--- src/rtl/solenoid_pkg.sv ---
// Shared definitions for the solenoid gate driver: FSM states, register offsets, STATUS bits.
// No logic of its own.
// No flow control.
package solenoid_pkg;

  typedef enum logic [1:0] {
    ST_IDLE     = 2'd0,
    ST_PULLIN   = 2'd1,
    ST_HOLD     = 2'd2,
    ST_COOLDOWN = 2'd3
  } state_t;

  localparam logic [7:0] REG_CTRL     = 8'h00;
  localparam logic [7:0] REG_PULLIN   = 8'h04;
  localparam logic [7:0] REG_PWM      = 8'h08;
  localparam logic [7:0] REG_MAXON    = 8'h0C;
  localparam logic [7:0] REG_COOLDOWN = 8'h10;
  localparam logic [7:0] REG_STATUS   = 8'h14;

  localparam int CTRL_EN    = 0;
  localparam int CTRL_FCLR  = 1;

  localparam int STAT_FAULT = 2;
  localparam int STAT_GATE  = 3;
  localparam int STAT_ARMED = 4;

endpackage

--- src/rtl/solenoid_pwm.sv ---
// Hold-phase PWM: free-running wrap counter compared against duty, with degenerate period/duty rules.
// pwm is combinational from the counter; the counter restarts at 0 whenever run drops.
// No flow control; period/duty are used live.
module solenoid_pwm (
  input  logic        clk,
  input  logic        rst_n,
  input  logic        run,
  input  logic [15:0] period,
  input  logic [15:0] duty,
  output logic        pwm
);

  logic [15:0] cnt;

  // Wrap counter 0..period-1; a shrunk period wraps on the next step instead of running away.
  always_ff @(posedge clk) begin
    if (!rst_n) begin
      cnt <= 16'd0;
    end else if (!run) begin
      cnt <= 16'd0;
    end else if ((period == 16'd0) || (cnt >= (period - 16'd1))) begin
      cnt <= 16'd0;
    end else begin
      cnt <= cnt + 16'd1;
    end
  end

  // duty=0 forces off (this also wins for period=0, duty=0); period=0 or duty>=period forces on.
  always_comb begin
    pwm = 1'b0;
    if (!run) begin
      pwm = 1'b0;
    end else if (duty == 16'd0) begin
      pwm = 1'b0;
    end else if ((period == 16'd0) || (duty >= period)) begin
      pwm = 1'b1;
    end else begin
      pwm = (cnt < duty);
    end
  end

endmodule

--- src/rtl/solenoid_driver.sv ---
// Solenoid MOSFET gate driver: pull-in, PWM hold, max-on timeout and cooldown, configured over APB3.
// Gate is registered: trigger seen at an edge drives the gate from that same edge; APB is zero-wait.
// No backpressure: PREADY is always 1, PSLVERR always 0.
module solenoid_driver
  import solenoid_pkg::*;
#(
  parameter logic [15:0] DEF_PULLIN     = 16'd5000,
  parameter logic [15:0] DEF_PWM_PERIOD = 16'd100,
  parameter logic [15:0] DEF_HOLD_DUTY  = 16'd30,
  parameter logic [31:0] DEF_MAXON      = 32'd1_000_000,
  parameter logic [23:0] DEF_COOLDOWN   = 24'd10000
) (
  input  logic        PCLK,
  input  logic        PRESERN,
  input  logic        PSEL,
  input  logic        PENABLE,
  input  logic        PWRITE,
  input  logic [31:0] PADDR,
  input  logic [31:0] PWDATA,
  output logic [31:0] PRDATA,
  output logic        PREADY,
  output logic        PSLVERR,
  input  logic        trigger_in,
  output logic        solenoid_gate,
  output logic        busy,
  output logic        fault
);

  logic        enable;
  logic        armed;
  logic [15:0] pullin_len;
  logic [15:0] pwm_period;
  logic [15:0] pwm_duty;
  logic [31:0] maxon;
  logic [23:0] cooldown_len;

  state_t      state;
  state_t      next_state;
  logic [23:0] phase_cnt;
  logic [31:0] on_cnt;

  logic        fire;
  logic        enter_cool;
  logic        timeout;
  logic        pwm_out;
  logic        wr_en;
  logic        fault_clr;
  logic [7:0]  addr;
  logic        unused_addr;

  assign addr        = PADDR[7:0];
  assign wr_en       = PSEL & PWRITE & PENABLE;
  assign fault_clr   = wr_en && (addr == REG_CTRL) && PWDATA[CTRL_FCLR];
  assign unused_addr = ^PADDR[31:8];

  assign PREADY  = 1'b1;
  assign PSLVERR = 1'b0;
  assign busy    = (state != ST_IDLE);

  // Configuration registers; fault_clr is a strobe and is not stored.
  always_ff @(posedge PCLK) begin
    if (!PRESERN) begin
      enable       <= 1'b0;
      pullin_len   <= DEF_PULLIN;
      pwm_period   <= DEF_PWM_PERIOD;
      pwm_duty     <= DEF_HOLD_DUTY;
      maxon        <= DEF_MAXON;
      cooldown_len <= DEF_COOLDOWN;
    end else if (wr_en) begin
      case (addr)
        REG_CTRL:     enable       <= PWDATA[CTRL_EN];
        REG_PULLIN:   pullin_len   <= PWDATA[15:0];
        REG_PWM: begin
          pwm_period <= PWDATA[15:0];
          pwm_duty   <= PWDATA[31:16];
        end
        REG_MAXON:    maxon        <= PWDATA;
        REG_COOLDOWN: cooldown_len <= PWDATA[23:0];
        default: ;
      endcase
    end
  end

  // Combinational read mux; unmapped offsets read 0.
  always_comb begin
    PRDATA = 32'd0;
    case (addr)
      REG_CTRL:     PRDATA = {31'd0, enable};
      REG_PULLIN:   PRDATA = {16'd0, pullin_len};
      REG_PWM:      PRDATA = {pwm_duty, pwm_period};
      REG_MAXON:    PRDATA = maxon;
      REG_COOLDOWN: PRDATA = {8'd0, cooldown_len};
      REG_STATUS:   PRDATA = {27'd0, armed, solenoid_gate, fault, state};
      default:      PRDATA = 32'd0;
    endcase
  end

  // Next-state logic; exit priority from the on phases is disable, then timeout, then trigger release.
  always_comb begin
    next_state = state;
    timeout    = 1'b0;
    case (state)
      ST_IDLE: begin
        if (trigger_in && enable && armed && !fault) next_state = ST_PULLIN;
      end
      ST_PULLIN, ST_HOLD: begin
        if (!enable) begin
          next_state = ST_COOLDOWN;
        end else if ((maxon != 32'd0) && (on_cnt == maxon)) begin
          next_state = ST_COOLDOWN;
          timeout    = 1'b1;
        end else if (!trigger_in) begin
          next_state = ST_COOLDOWN;
        end else if ((state == ST_PULLIN) && (phase_cnt == 24'd0)) begin
          next_state = ST_HOLD;
        end
      end
      ST_COOLDOWN: begin
        if (phase_cnt == 24'd0) next_state = ST_IDLE;
      end
      default: next_state = ST_IDLE;
    endcase
  end

  assign fire       = (state == ST_IDLE) && (next_state == ST_PULLIN);
  assign enter_cool = (state != ST_COOLDOWN) && (next_state == ST_COOLDOWN);

  // State register.
  always_ff @(posedge PCLK) begin
    if (!PRESERN) state <= ST_IDLE;
    else          state <= next_state;
  end

  // Phase counter: loaded on PULLIN/COOLDOWN entry, counts down to 0 inside those phases.
  always_ff @(posedge PCLK) begin
    if (!PRESERN) begin
      phase_cnt <= 24'd0;
    end else if (fire) begin
      phase_cnt <= {8'd0, pullin_len};
    end else if (enter_cool) begin
      phase_cnt <= cooldown_len;
    end else if (((state == ST_PULLIN) || (state == ST_COOLDOWN)) && (phase_cnt != 24'd0)) begin
      phase_cnt <= phase_cnt - 24'd1;
    end
  end

  // On-time counter: the entry cycle counts as 1 so on_cnt==MAXON lands on the MAXON-th gate cycle.
  always_ff @(posedge PCLK) begin
    if (!PRESERN) begin
      on_cnt <= 32'd0;
    end else if (fire) begin
      on_cnt <= 32'd1;
    end else if (((state == ST_PULLIN) || (state == ST_HOLD)) && (on_cnt != 32'hFFFF_FFFF)) begin
      on_cnt <= on_cnt + 32'd1;
    end
  end

  // Arming: a fire consumes it, any low trigger level restores it.
  always_ff @(posedge PCLK) begin
    if (!PRESERN)        armed <= 1'b1;
    else if (!trigger_in) armed <= 1'b1;
    else if (fire)        armed <= 1'b0;
  end

  // Sticky timeout flag; a set in the same cycle as a clear wins.
  always_ff @(posedge PCLK) begin
    if (!PRESERN)       fault <= 1'b0;
    else if (timeout)   fault <= 1'b1;
    else if (fault_clr) fault <= 1'b0;
  end

  solenoid_pwm u_pwm (
    .clk    (PCLK),
    .rst_n  (PRESERN),
    .run    (next_state == ST_HOLD),
    .period (pwm_period),
    .duty   (pwm_duty),
    .pwm    (pwm_out)
  );

  // Registered gate, computed from the state being entered.
  always_ff @(posedge PCLK) begin
    if (!PRESERN) solenoid_gate <= 1'b0;
    else          solenoid_gate <= (next_state == ST_PULLIN) | pwm_out;
  end

endmodule

--- config.mk ---
export PLATFORM = sky130hd
export DESIGN_NAME = solenoid_driver
export DESIGN_NICKNAME = d
export VERILOG_FILES = /design/src/rtl/solenoid_pkg.sv /design/src/rtl/solenoid_pwm.sv /design/src/rtl/solenoid_driver.sv
export SDC_FILE = /design/constraint.sdc
export NUM_CORES = 1
export LEC_CHECK = 0
export CAP_MARGIN = 10
export CELL_PAD_IN_SITES_DETAIL_PLACEMENT = 0
export CELL_PAD_IN_SITES_GLOBAL_PLACEMENT = 1
export CORE_MARGIN = 4
export CORE_UTILIZATION = 30
export DETAILED_ROUTE_END_ITERATION = 7
export GPL_TIMING_DRIVEN = 1
export MAX_ROUTING_LAYER = met4
export PLACE_DENSITY = 0.69
export SYNTH_ARGS = -nofsm -noshare
export SYNTH_HDL_FRONTEND = slang
export SYNTH_HIERARCHICAL = 1
export SYNTH_SLANG_ARGS = --single-unit
--- constraint.sdc ---
create_clock -name PCLK -period 5.8 [get_ports PCLK]
set_input_delay 0.58 -clock PCLK [delete_from_list [all_inputs] [get_ports PCLK]]
set_output_delay 0.58 -clock PCLK [all_outputs]
set_load 0.02 [all_outputs]
## Yosys cells after proc, flatten, opt, wreduce, memory -nomap -nowiden

Cells that the tools add are included.

| word-level totals | value |
|---|---|
| flip-flop bits (word level) | 182 |
| input bits | 70 |
| output and inout port bits | 37 |
| logic and storage cells | 99 |

| cells by class | value |
|---|---|
| add/sub/neg operators | 4 |
| bitwise gates (word level) | 5 |
| mux-type cells | 21 |
| reduce and logical (&&, ||, !) cells | 37 |
| order comparisons | 3 |
| equal/unequal tests | 14 |

Operators by type and width:

| operator | count |
|---|---|
| $pmux 32 s6 | 1 |
| $mux 24 | 2 |
| $add 32x1->32 const B | 1 |
| $eq 32x32->1 | 1 |
| $ge 16x16->1 | 2 |
| $logic_not 16->1 | 2 |
| $ne 32x32->1 const B | 1 |
| $reduce_bool 32->1 | 1 |
| $logic_not 24->1 | 1 |
| $reduce_bool 24->1 | 1 |
| $sub 24x1->24 const B | 1 |
| $add 16x1->16 const B | 1 |
| $eq 8x4->1 const B | 2 |
| $eq 8x5->1 const B | 2 |
| $lt 16x16->1 | 1 |
| $mux 16 | 1 |
| $sub 16x1->16 const B | 1 |
| $mux 2 | 6 |
| $reduce_and 2->1 | 6 |
| $logic_and 1x1->1 | 11 |
| $mux 1 | 10 |
| $eq 2x2->1 const B | 4 |
| $eq 8x3->1 const B | 1 |
| $logic_not 8->1 | 1 |
| other kinds (13) | 23 |

## Longest topological paths before layout

Gate-level depths: netlist (run 1).

| depth | value |
|---|---|
| depth in word-level cells | 11 |
| mapped depth | 16 |
| depth with buffers taken out | 14 |

## Modules after synthesis

Netlist (run 1), hierarchy kept.

By module, submodules not included:

| module | cells each | area each (um^2) | instances | sequential area each (um^2) |
|---|---|---|---|---|
| solenoid_driver | 1018 | 7993.9 | 1 | 3323.2 |
| solenoid_pwm | 255 | 2103.3 | 1 | 320.3 |

## Least setup slack after synthesis (run 1)

OpenSTA, ideal clock, no wires.

| timing | value |
|---|---|
| path type | reg2reg |
| start | register phase_cnt[11] |
| end | register u_pwm.cnt[2] |
| library setup time | 0.062 ns |
| clock period less this slack | 2.732 ns |
| data arrival time | 2.670 ns |
| path slack | 3.068 ns |
| path buffers | 1 |
| stages on the path, launching flop included | 13 |
| data required time | 5.738 ns |
| path through | dfxtp_1 -> or4_4 -> nor4_4 -> nand2_1 -> a311oi_1 -> a21o_1 -> and2_1 -> nand2_1 -> nor2_1 -> o211ai_1 -> a211o_4 -> buf_12 -> nor2_2 |

| between the ends | value |
|---|---|
| cells in the longest elaborated chain, start to end | 10 |
| elaborated cells between the ends (all ways) | 11 |
| those cells by class | eq/ne (1); mux (6); bitwise (1); reduce/logical (3) |

Ends and longest elaborated chain:

| element | line | RTL |
|---|---|---|
| start: declaration | solenoid_driver.sv:39 | `logic [23:0] phase_cnt;` |
| start signal: assignment | solenoid_driver.sv:139 | `phase_cnt <= {8'd0, pullin_len};` |
| start signal: assignment | solenoid_driver.sv:141 | `phase_cnt <= cooldown_len;` |
| start signal: assignment | solenoid_driver.sv:143 | `phase_cnt <= phase_cnt - 24'd1;` |
| $logic_not 24->1 (*) | solenoid_driver.sv:114, solenoid_driver.sv:119 |  |
| $logic_and 1x1->1 | solenoid_driver.sv:114 | `end else if ((state == ST_PULLIN) && (phase_cnt == 24'd0)) begin` |
| $mux 2 | solenoid_driver.sv:114 |  |
| $mux 2 | solenoid_driver.sv:112 | `end else if (!trigger_in) begin` |
| $mux 2 | solenoid_driver.sv:109 | `end else if ((maxon != 32'd0) && (on_cnt == maxon)) begin` |
| $mux 2 | solenoid_driver.sv:107 | `if (!enable) begin` |
| $pmux 2 s3 (*) | solenoid_driver.sv:102 | `case (state)` |
| $eq 2x2->1 (*) | solenoid_driver.sv:175 | `.run (next_state == ST_HOLD),` |
| $not 1->1 (no source line) (*) | - |  |
| $reduce_or 3->1 (no source line) (*) | - |  |
| end signal: assignment | solenoid_pwm.sv:24 | `cnt <= cnt + 16'd1;` |
| end: declaration | solenoid_pwm.sv:13 | `logic [15:0] cnt;` |

Every way passes the cells marked *; elsewhere a longest branch is shown, timed or not.
A chain may end at the register's enable or synchronous reset.

## Final worst setup path (run 1)

| timing | value |
|---|---|
| start | input port PADDR[5] |
| end | output port PRDATA[18] |

| between the ends | value |
|---|---|
| cells in the longest elaborated chain, start to end | 2 |
| elaborated cells between the ends (all ways) | 7 |
| those cells by class | eq/ne (5); mux (1); reduce/logical (1) |

Ends and longest elaborated chain:

| element | line | RTL |
|---|---|---|
| start: declaration | solenoid_driver.sv:18 | `input logic [31:0] PADDR,` |
| $eq 8x5->1, or another cell as far along | solenoid_driver.sv:87 | `case (addr)` |
| $pmux 32 s6 (*) | solenoid_driver.sv:87 |  |
| end: declaration | solenoid_driver.sv:20 | `output logic [31:0] PRDATA,` |

Marks and branches as above.

==> impl_metrics.env, run 1 <==
export IMPL_seqCellArea_sq_mm=0.00364
export IMPL_combPwrFrac_pct=27.0
export IMPL_clk_path_buf_depth=2
export IMPL_worstHoldStart="cooldown_len[15]"
export IMPL_clk_pin_slew_ns=0.07
export IMPL_layout_cells_non_filler=1771
export IMPL_grt_max_degree=84
export IMPL_hold_worst_slack_ns=0.478
export IMPL_reg2reg_slack_ns=2.52
export IMPL_nFillCells=3512
export IMPL_clk_latency_ns=0.44
export IMPL_crit_type="in2out"
export IMPL_cts_resized=0
export IMPL_cp_end_kind="output pin"
export IMPL_hp_class="reg2reg"
export IMPL_placed_cell_area_sq_mm=0.0113
export IMPL_worst_path_largest_cell_delay_ns=0.95
export IMPL_r2r_end="phase_cnt[6]"
export IMPL_outcome="completed"
export IMPL_cts_buffers=17
export IMPL_area_growth_pct=17.1
export IMPL_cts_tree="yes"
export IMPL_vdd_drop_max_v=0.000255
export IMPL_whs_endpoint="cooldown_len[15]"
export IMPL_num_rows=66
export IMPL_syn_avg_cell_area_sq_um=7.93
export IMPL_ctsHoldBuffers=0
export IMPL_hold_viol_final=0
export IMPL_path_cells="clkdlybuf4s50_1 > nor4_1 > and3b_1 > and2_1 > a222oi_1 > inv_1 > clkdlybuf4s50_1"
export IMPL_crit_fanout=25
export IMPL_power_density_mw_per_mm2=298
export IMPL_antenna_found_initial=0
export IMPL_seqPwrFrac_pct=39.8
export IMPL_crit_family="simple AND/OR/NAND/NOR gates"
export IMPL_synth_warnings=6
export IMPL_clkPwrFrac_pct=33.1
export IMPL_post_route_min_period_ns=4.35
export IMPL_multi_input_area_sq_mm=0.00597
export IMPL_yosysMostFrequentCell="nand2_1"
export IMPL_max_slew_margin_pct=20.0
export IMPL_synth_area_leader_cell="dfxtp_1"
export IMPL_synth_cell_types=67
export IMPL_worstMarginPinSlew_ns=1.20
export IMPL_timing_fmax_mhz=230
export IMPL_start_util_pct=30.7
export IMPL_ant_nets=0
export IMPL_ff2ff_path_depth=9
export IMPL_maxCapViolations=0
export IMPL_vias_per_cell=5.26
export IMPL_async_reset_ff_share_pct=0
export IMPL_critPathArrivalTime_ns=3.77
export IMPL_final_setup_skew_ns=0.0128
export IMPL_yosys_top_cells_area="dfxtp_1, nand2_1, ha_1"
export IMPL_p_switching_w=0.00122
export IMPL_intPower_w=0.00230
export IMPL_cp_required_ns=5.22
export IMPL_grt_ovfl_total=0
export IMPL_grt_pass1_vias=8921
export IMPL_synth_edf_count=0
export IMPL_power_leakage_nw=4.48
export IMPL_grt_pass1_wl_mm=52.7
export IMPL_synthFlopType="dfxtp_1"
export IMPL_yosysTopAreaCellShare_pct=36.1
export IMPL_h_tree_depth=4
export IMPL_die_h_um=191
export IMPL_swShare_pct=34.7
export IMPL_drc=0
export IMPL_vias=9323
export IMPL_grt_setup_unrepaired="no"
export IMPL_core_area_sq_mm=0.0329
export IMPL_clock_sinks=182
export IMPL_synthTopCellsByCount="nand2_1, dfxtp_1, a21oi_1"
export IMPL_cts_setup_buffers=0
export IMPL_dp_hpwl_mm=24.4
export IMPL_antenna_cells=0
export IMPL_io_pins=107
export IMPL_gp_congestion=0.819
export IMPL_cp_start_kind="input port"
export IMPL_synth_seq_cells=182
export IMPL_setup_viol=0
export IMPL_ys_seq_area_share_pct=36.1
export IMPL_path_buf_inv=3
export IMPL_cpMostUsedCell="clkdlybuf4s50_1"
export IMPL_fin_area_sq_mm=0.0118
export IMPL_fin_crit_sh_pct=75.0
export IMPL_r2r_start="phase_cnt[0]"
export IMPL_holdPathStages=2
export IMPL_dp_cells=1739
export IMPL_synthesis_nets=1397
export IMPL_drv_slew=0
export IMPL_grtUsageTotal_pct=19.1
export IMPL_totalNegativeSetupSlack_ns=0
export IMPL_die_w_um=191
export IMPL_firstDrtPassIters=6
export IMPL_layout_drive_gt1_share_pct=5.34
export IMPL_synth_cells=1273
export IMPL_wl_mm=34.0
export IMPL_wl_per_cell_um=19.2
export IMPL_dieArea_sq_mm=0.0367
export IMPL_layout_nets=1440
export IMPL_drtIter0Drc=805
export IMPL_cts_root_buffer="clkbuf_16"
export IMPL_slowest_stage="and2_1"
export IMPL_synth_area_sq_mm=0.0101
export IMPL_port_buffers=80
## metal layers
layer | vias up | part of all wire (%) | track usage (%)
li1 | 4543 | - | -
met1 | 4529 | 47 | 26.1
met2 | 225 | 46 | 29.8
met3 | 26 | 4.7 | 2.79
met4 | 0 | 1.7 | 4.81
met5 | - | 0 | -
## state kept, by name, summed over array words and instances, names as in the netlist, 16 cells and up
signal / count
pullin_len: 16
maxon: 32
pwm_duty: 16
phase_cnt: 24
cooldown_len: 24
on_cnt: 32
u_pwm/cnt: 16
pwm_period: 16
## cell usage in the layout (no fill, tap or decap), drive strengths merged, types with 6 or more instances in the layout
master,n
and2,9
mux2i,18
a22o,8
nand2,269
a222oi,12
nor2b,6
nand3,61
o21ai,28
dfxtp,182
clkdlybuf4s50,79
nand4,18
clkbuf,20
and4,12
a21o,8
and3,16
nor2,71
ha,54
a22oi,28
a21oi,104
xnor2,36
nor4,39
nand2b,6
nor3,25
inv,58
xor2,68
buf,14
or4,8
## cell type report
type / count / area share [%]
clock buffers: 20 / 3.78
clock inverters: 12 / 1.01
inverters: 54 / 1.71
multi-input cells: 968 / 50.5
flip-flops and latches: 182 / 30.8
well taps: 442 / 4.68
repair buffers: 93 / 7.55
## per-stage QoR
step,power (W),worst slack [ns],util [%]
6_report,0.00352,1.45,36.0
4_1_cts,0.00355,1.51,36.0
3_5_place_dp,0.00238,1.52,34.3
3_3_place_gp,0.00236,1.50,34.3
2_1_floorplan,0.00212,3.07,-
5_1_grt,0.00370,1.14,36.0
## power by group through the flow
stage / sequential, W / combinational, W / clock, W
6_report: 0.00140 / 0.000952 / 0.00117
5_1_grt: 0.00141 / 0.00105 / 0.00124
4_1_cts: 0.00140 / 0.000953 / 0.00119
3_5_place_dp: 0.00143 / 0.000946 / 0
3_3_place_gp: 0.00143 / 0.000936 / 0
2_1_floorplan: 0.00141 / 0.000710 / 0
## worst max path at each step
stage / cells after the start / slack [ns] / end / startpoint
global placement: 7 / 1.50 / PRDATA[18] / PADDR[5]
CTS: 7 / 1.51 / PRDATA[31] / PADDR[5]
finish: 7 / 1.45 / PRDATA[18] / PADDR[5]
detailed placement: 7 / 1.52 / PRDATA[31] / PADDR[5]
floorplan: 12 / 3.07 / u_pwm/cnt[2] / phase_cnt[11]
global route: 7 / 1.14 / PRDATA[20] / PADDR[5]
## tightest hold or removal path, stage by stage (launching register included)
cell     delay, ns
dfxtp_1       0.33
nand2_1       0.06
a21oi_1       0.05
## kinds of logic (layout without fill, tap and decap cells)
| logic type | Yosys count | count (layout) | share of synthesized area (%) |
|---|---|---|---|
| AOI/OAI and AO/OA | 233 | 233 | 14.8 |
| xor gates and xnor gates | 104 | 104 | 9.02 |
| adders and majority gates | 54 | 54 | 6.69 |
| buffers and inverters | 123 | 179 | 4.92 |
| DFF | 182 | 182 | 36.1 |
| muxes | 18 | 18 | 1.78 |
| other | 2 | 2 | 0.0744 |
| and+or+nand+nor | 557 | 557 | 26.6 |
Power figures use the tool's default switching activity.
==> inputs of run 2 (changes only) <==
- PLACE_DENSITY: 0.69 -> 0.71
- clock period: 5.8 -> 3.9 ns (I/O delays scaled with it)
==> impl_metrics.env, run 2 (same netlist as run 1, synthesis figures left out) <==
export IMPL_path_cells="clkdlybuf4s50_1 > nor4_1 > and3b_1 > and2_1 > buf_4 > buf_4 > a22o_1 > clkdlybuf4s50_1"
export IMPL_max_slew_margin_pct=33.4
export IMPL_cts_tree="yes"
export IMPL_clk_path_buf_depth=2
export IMPL_cts_root_buffer="clkbuf_16"
export IMPL_clock_sinks=182
export IMPL_setup_viol=0
export IMPL_grt_pass1_vias=8952
export IMPL_antenna_found_initial=0
export IMPL_cp_end_kind="output pin"
export IMPL_power_leakage_nw=4.59
export IMPL_worst_path_largest_cell_delay_ns=0.60
export IMPL_dieArea_sq_mm=0.0367
export IMPL_antenna_cells=0
export IMPL_die_w_um=191
export IMPL_critPathArrivalTime_ns=2.99
export IMPL_ctsHoldBuffers=0
export IMPL_layout_nets=1452
export IMPL_ff2ff_path_depth=10
export IMPL_grt_max_degree=49
export IMPL_reg2reg_slack_ns=0.64
export IMPL_wl_mm=34.3
export IMPL_post_route_min_period_ns=3.38
export IMPL_wl_per_cell_um=19.3
export IMPL_crit_type="in2out"
export IMPL_grtUsageTotal_pct=19.2
export IMPL_cts_buffers=17
export IMPL_cp_start_kind="input port"
export IMPL_grt_setup_unrepaired="no"
export IMPL_layout_common_cells="nand2_1, dfxtp_1, a21oi_1"
export IMPL_die_h_um=191
export IMPL_io_pins=107
export IMPL_power_density_mw_per_mm2=450
export IMPL_hold_viol_final=0
export IMPL_fin_crit_sh_pct=86.6
export IMPL_drtIter0Drc=635
export IMPL_port_buffers=80
export IMPL_hold_worst_slack_ns=0.449
export IMPL_h_tree_depth=4
export IMPL_clk_latency_ns=0.46
export IMPL_drv_slew=0
export IMPL_post_route_util_pct=36.5
export IMPL_area_growth_pct=18.9
export IMPL_crit_start="PADDR[4]"
export IMPL_hp_class="in2reg"
export IMPL_gp_congestion=0.911
export IMPL_layout_drive_gt1_share_pct=6.19
export IMPL_maxCapViolations=0
export IMPL_cts_setup_buffers=0
export IMPL_placed_cell_area_sq_mm=0.0114
export IMPL_power_w=0.00540
export IMPL_multi_input_area_sq_mm=0.00596
export IMPL_drc=0
export IMPL_outcome="completed"
export IMPL_grt_ovfl_total=0
export IMPL_ant_nets=0
export IMPL_crit_fanout=25
export IMPL_worstHoldStart="PRESERN"
export IMPL_firstDrtPassIters=7
export IMPL_reg_top3="maxon: 32 flops, on_cnt: 32 flops"
export IMPL_totalNegativeSetupSlack_ns=0
export IMPL_holdPathStages=2
export IMPL_whs_endpoint="maxon[17]"
export IMPL_num_rows=66
export IMPL_vias_per_cell=5.24
export IMPL_clk_pin_slew_ns=0.08
export IMPL_grt_pass1_wl_mm=52.9
export IMPL_vias=9335
export IMPL_r2r_end="u_pwm/cnt[9]"
export IMPL_final_setup_skew_ns=0.0232
export IMPL_fin_area_sq_mm=0.0120
export IMPL_nFillCells=3473
export IMPL_vdd_drop_max_v=0.000338
export IMPL_timing_fmax_mhz=296
export IMPL_slowest_stage="clkdlybuf4s50_1"
export IMPL_final_common_cell="nand2_1"
export IMPL_cp_required_ns=3.51
export IMPL_core_area_sq_mm=0.0329
export IMPL_worstMarginPinSlew_ns=0.999
export IMPL_dp_hpwl_mm=24.8
export IMPL_cts_resized=0
export IMPL_seqCellArea_sq_mm=0.00364
export IMPL_start_util_pct=30.7
export IMPL_r2r_start="pwm_period[6]"
run 2: worst max-delay path by stage:
stage,endpoint,slack (ns),cells after the start
after global routing,PRDATA[30],0.37,8
after floorplan,u_pwm/cnt[2],1.17,12
after detailed placement,PRDATA[31],0.53,8
after global placement,PRDATA[31],0.54,8
after CTS,PRDATA[31],0.54,8
final,PRDATA[30],0.52,8
run 2: layer usage:
metal	up-vias	routed length (um)	GRT usage, %
met5	-	0	-
met4	0	869	6.41
met3	48	1790	3.05
met2	248	15200	28.5
met1	4476	16500	26.6
li1	4563	-	-
run 2: through the flow:
stage | setup WS, ns | cells
finish | 0.523 | 1783
global route | 0.368 | 1783
CTS | 0.536 | 1783
detailed placement | 0.533 | 1751
global placement | 0.537 | 1751
floorplan | 1.17 | 1273
run 2: where the power goes:
group          switching [W]  total [W]  internal, W  leakage [nW]
Combinational       0.000843    0.00140     0.000553          2.81
Sequential          0.000125    0.00208      0.00196          1.47
Clock               0.000875    0.00192      0.00104         0.311
run 2: layout make-up:
cell class / instances / share of cell area [%]
sequential: 182 / 30.4
inverter: 54 / 1.69
timing repair buffer: 105 / 8.30
clock inverter: 15 / 1.81
tap: 442 / 4.61
clock buffer: 17 / 3.54
multi-input combinational: 968 / 49.7
run 2: critical path: cells and delay by family:
family,cells,cell delay (ns)
simple gates,3,0.82
buf+inv,4,1.60
compound gates,1,0.17
